## config.mk

```make
export PLATFORM = sky130hd
export DESIGN_NAME = fetch_queue
export DESIGN_NICKNAME = d
export VERILOG_FILES = /design/src/rtl/fetch_queue.sv
export SDC_FILE = /design/constraint.sdc
export NUM_CORES = 1
export LEC_CHECK = 0
export CAP_MARGIN = 25
export CORE_ASPECT_RATIO = 1.5
export CORE_MARGIN = 1
export CORE_UTILIZATION = 35
export DETAILED_ROUTE_END_ITERATION = 8
export GPL_TIMING_DRIVEN = 1
export SLEW_MARGIN = 20
export SYNTH_ARGS = -nofsm -noshare
export SYNTH_HDL_FRONTEND = slang
export SYNTH_SLANG_ARGS = --single-unit
```

## constraint.sdc

```tcl
create_clock -name clk -period 4.9 [get_ports clk]
set_clock_uncertainty 0.2 [all_clocks]
set_input_delay 0.49 -clock clk [delete_from_list [all_inputs] [get_ports clk]]
set_output_delay 0.49 -clock clk [all_outputs]
set_load 0.05 [all_outputs]
```

## src/rtl/fetch_queue.sv

```systemverilog
// fetch_queue: PC generator plus a DEPTH-entry prefetch FIFO of {pc, inst}
// pairs. It sits between the asynchronous-read instruction memory and the
// decode stage. Fetch keeps running while decode stalls, until the queue is
// full. A taken-branch redirect flushes the queue and restarts fetch at the
// branch target.
module fetch_queue #(
  parameter int                ADDR_W   = 64,
  parameter int                INST_W   = 32,
  parameter int                DEPTH    = 4,
  parameter logic [ADDR_W-1:0] RESET_PC = '0,
  parameter int                PC_STEP  = 4
) (
  input  logic                       clk,
  input  logic                       Reset,
  output logic [ADDR_W-1:0]          imem_addr,
  output logic                       imem_req,
  input  logic [INST_W-1:0]          imem_data,
  input  logic                       redirect,
  input  logic [ADDR_W-1:0]          redirect_pc,
  input  logic                       stall,
  output logic                       out_valid,
  output logic [INST_W-1:0]          out_inst,
  output logic [ADDR_W-1:0]          out_pc,
  output logic [$clog2(DEPTH+1)-1:0] count
);

  localparam int PTR_W = $clog2(DEPTH);
  localparam int CNT_W = $clog2(DEPTH+1);

  logic [ADDR_W-1:0] r_fetch_pc;
  logic [PTR_W-1:0]  r_wr_ptr;
  logic [PTR_W-1:0]  r_rd_ptr;
  logic [CNT_W-1:0]  r_count;

  logic [ADDR_W-1:0] r_pc_mem   [DEPTH];
  logic [INST_W-1:0] r_inst_mem [DEPTH];

  logic w_pop;
  logic w_push;
  logic w_has_room;
  logic w_not_empty;

  assign w_not_empty = (r_count != '0);
  assign w_has_room  = (r_count < CNT_W'(DEPTH));
  // Popping frees a slot in the same cycle, so a full queue can still fetch.
  assign w_pop       = w_not_empty & ~stall & ~redirect;
  assign w_push      = ~Reset & ~redirect & (w_has_room | w_pop);

  assign imem_addr = r_fetch_pc;
  assign imem_req  = w_push;
  assign out_valid = w_not_empty;
  assign out_inst  = w_not_empty ? r_inst_mem[r_rd_ptr] : '0;
  assign out_pc    = w_not_empty ? r_pc_mem[r_rd_ptr]   : '0;
  assign count     = r_count;

  // Entry storage: captured on push, contents need no reset.
  always_ff @(posedge clk) begin
    if (w_push) begin
      r_pc_mem[r_wr_ptr]   <= r_fetch_pc;
      r_inst_mem[r_wr_ptr] <= imem_data;
    end
  end

  // PC, pointers and occupancy; reset beats redirect, redirect beats push/pop.
  always_ff @(posedge clk) begin
    if (Reset) begin
      r_fetch_pc <= RESET_PC;
      r_wr_ptr   <= '0;
      r_rd_ptr   <= '0;
      r_count    <= '0;
    end else if (redirect) begin
      r_fetch_pc <= redirect_pc;
      r_wr_ptr   <= '0;
      r_rd_ptr   <= '0;
      r_count    <= '0;
    end else begin
      if (w_push) begin
        r_wr_ptr   <= r_wr_ptr + 1'b1;
        r_fetch_pc <= r_fetch_pc + ADDR_W'(PC_STEP);
      end
      if (w_pop) begin
        r_rd_ptr <= r_rd_ptr + 1'b1;
      end
      case ({w_push, w_pop})
        2'b10:   r_count <= r_count + 1'b1;
        2'b01:   r_count <= r_count - 1'b1;
        default: r_count <= r_count;
      endcase
    end
  end

endmodule

```

==> impl_metrics.yaml <==
yosys:
  ys.warnings.count: 0
  yosys.area.top_type: "edfxtp_1"
  netlist.area_leader.share: 0.6166
  netlist_area_mm2: 0.01870
  synthArstFlopShare: 0
  syn_area_per_cell_um2: 16.30
  ys_types: 52
  ys_ff_latch: 457
  synth_edf_count: 384
  syn_inst: 1147
  yosys-top-cells-area: "edfxtp_1 (62%), mux4_2 (12%), dfxtp_1 (7.8%)"
  yosysMostFrequentCell: "edfxtp_1"
  yosysSeqAreaShare: 0.6947
  synth_flop_cell: "edfxtp_1"
  synth_fp_nets: 1254
  synth_commonest_cells: "edfxtp_1 (384), and2_1 (105), mux4_2 (96)"
detailed_routing:
  first_pass_iters: 4
  drt_iter0_markers: 718
  drc_errors: 0
  routed_via_density: 5.271
  wl_per_cell_um: 23.28
  vias: 11230
  antenna_left: 0
  routed_wl_um: 49610
finish:
  fin_util: 0.4478
  nets: 1520
  final_area_mm2: 0.02361
  drive_above_1_share: 0.1376
  area_delta_synth_final_pct: 26.22
die:
  die_area_mm2: 0.05438
  die_h_um: 285.1
  fp.dieW_um: 190.7
  start_util: 0.3548
  io_pins: 265
  rows: 103
  coreArea_mm2: 0.05271
cts:
  cts-root-buf: "clkbuf_16"
  cts_setup_buffers: 0
  clk_pin_slew_worst_paths_ns: 0.06
  clock_latency_ns: 0.56
  cts_buffer_depth: 3
  ctsHoldBuffers: 0
  cts_sinks: 457
  cts.htree.levels: 2
  tritoncts: "done"
  ctsResizeCount: 0
  numCtsBuffers: 44
setup_path:
  r2r_cells: 8
  arrival_ns: 3.09
  path_max_fanout: 64
  cp_slowest_cell: "clkdlybuf4s50_1"
  crit_type: "flop to output pin"
  end_kind: "output pin"
  crit_path_max_incr_delay_ns: 0.82
  path_cells: "or3_4, buf_4, and2_1, clkdlybuf4s50_1"
  cp-start-kind: "flop"
  worstPathRequired_ns: 4.21
timing:
  setup_ws_ns: 1.123
  period_minus_slack_ns: 3.777
  slew_headroom: 0.4284
  timing.fmax_mhz: 264.8
  maxSlewViolCount: 0
  fin_crit_sh: 0.7708
  rsz0062_at_grt: "no"
  worst_pin_slew_ns: 0.8574
  finalSetupTns_ns: 0
  final-hold-violation-count: 0
  setup_viol: 0
power:
  p_int_mw: 6.461
  power_frac_seq: 0.527
  p_leak_nw: 7.317
  p_total_mw: 8.428
  comb_power_share: 0.083
  power_density_mw_per_mm2: 357.1
  p_sw_frac: 0.2334
  netSwitchingPower_mw: 1.967
  clock_power_share: 0.389
  ir_drop_uv: 192.8
min_path:
  min_path_type: "flop to flop"
  whs_path_depth: 2
placement:
  port_buffers: 264
  dpl_cell_area_mm2: 0.02223
  place_hpwl_um: 33010
  gp_congestion: 0.7877
  place_ws_ns: 1.307
grt:
  grt_pass1_wl_um: 73980
  grt.overflow.total: 0
  grt_max_degree: 67
  antenna_found_initial: 4
  grtUsageTotal: 0.1830
  grt_pass1_vias: 11580
job:
  drv_cap: 0
status:
  status: "complete, no violations"
==> cell usage in the layout (no fill, tap or decap), drive strengths merged, types with 11 or more instances in the layout <==
cell,instances
edfxtp,384
clkdlybuf4s50,263
and2,105
mux4,96
nor2,75
dfxtp,73
clkbuf,59
nand2,43
a211oi,32
nand4,31
nand3,28
xnor2,27
buf,24
nor4,18
a311oi,16
and4,15
clkinv,15
nor3,14
a21oi,13
xor2,12
and3,12
or4,11
==> routing by layer <==
layer,track usage,part of all wire,vias up
met5,0,0.00050,-
met4,0.07840,0.037,4
met3,0.02954,0.050,103
met2,0.3218,0.52,363
met1,0.2194,0.39,5682
li1,-,-,5081
==> worst max-delay path: cells and delay by family, from the launching register on <==
kind / cells / cell delay [ns]
buf+inv: 2 / 1.18
flops: 1 / 0.49
simple gates: 2 / 0.85
==> worst paths after layout <==
kind | endpoint | startpoint | slack (ns)
max | out_pc[46] | count[2] | 1.12
min | r_wr_ptr[1] | r_wr_ptr[1] | 0.30
max reg2reg | count[2] | count[2] | 1.79
min reg2reg | r_wr_ptr[1] | r_wr_ptr[1] | 0.30
==> stage by stage <==
| step | hold slack (ns) | std cells |
|---|---|---|
| 6_report | 0.2956 | 2131 |
| 5_1_grt | 0.3191 | 2130 |
| 4_1_cts | 0.2941 | 2128 |
| 3_5_place_dp | 0.2885 | 2049 |
| 3_3_place_gp | 0.2761 | 2049 |
| 2_1_floorplan | 0.2647 | 1147 |
==> power groups by stage <==
| stage | Clock, mW | Sequential (mW) | Combinational (mW) |
|---|---|---|---|
| final | 3.28 | 4.45 | 0.702 |
| after global placement | 0 | 4.52 | 0.707 |
| after detailed placement | 0 | 4.53 | 0.710 |
| after CTS | 3.37 | 4.45 | 0.713 |
| after global routing | 3.49 | 4.46 | 0.738 |
| after floorplan | 0 | 4.61 | 0.282 |
==> cell type report <==
| cell class | count | area (µm²) |
|---|---|---|
| Fill cell | 4646 | 29100 |
| Clock inverter | 20 | 177.7 |
| Timing Repair Buffer | 287 | 2910 |
| Clock buffer | 59 | 1189 |
| Antenna cell | 3 | 7.507 |
| Inverter | 10 | 38.79 |
| Sequential cell | 457 | 13000 |
| Multi-Input combinational cell | 613 | 5429 |
| Tap cell | 682 | 853.3 |
==> kinds of logic after synthesis <==
family | count (synthesis) | synth area share
mux | 102 | 0.1189
xor+xnor | 39 | 0.01826
compound gates | 92 | 0.03573
simple gates | 373 | 0.1115
buf+inv | 77 | 0.01579
flops | 457 | 0.6947
fa+ha+maj | 7 | 0.005085
==> flip-flops by register name (all words and copies together) (netlist names), named ones only <==
name and flops:
imem_addr 64, r_inst_mem 128, r_rd_ptr 2, count 3, r_pc_mem 256, r_wr_ptr 2
(Power assumes the default switching activity.)
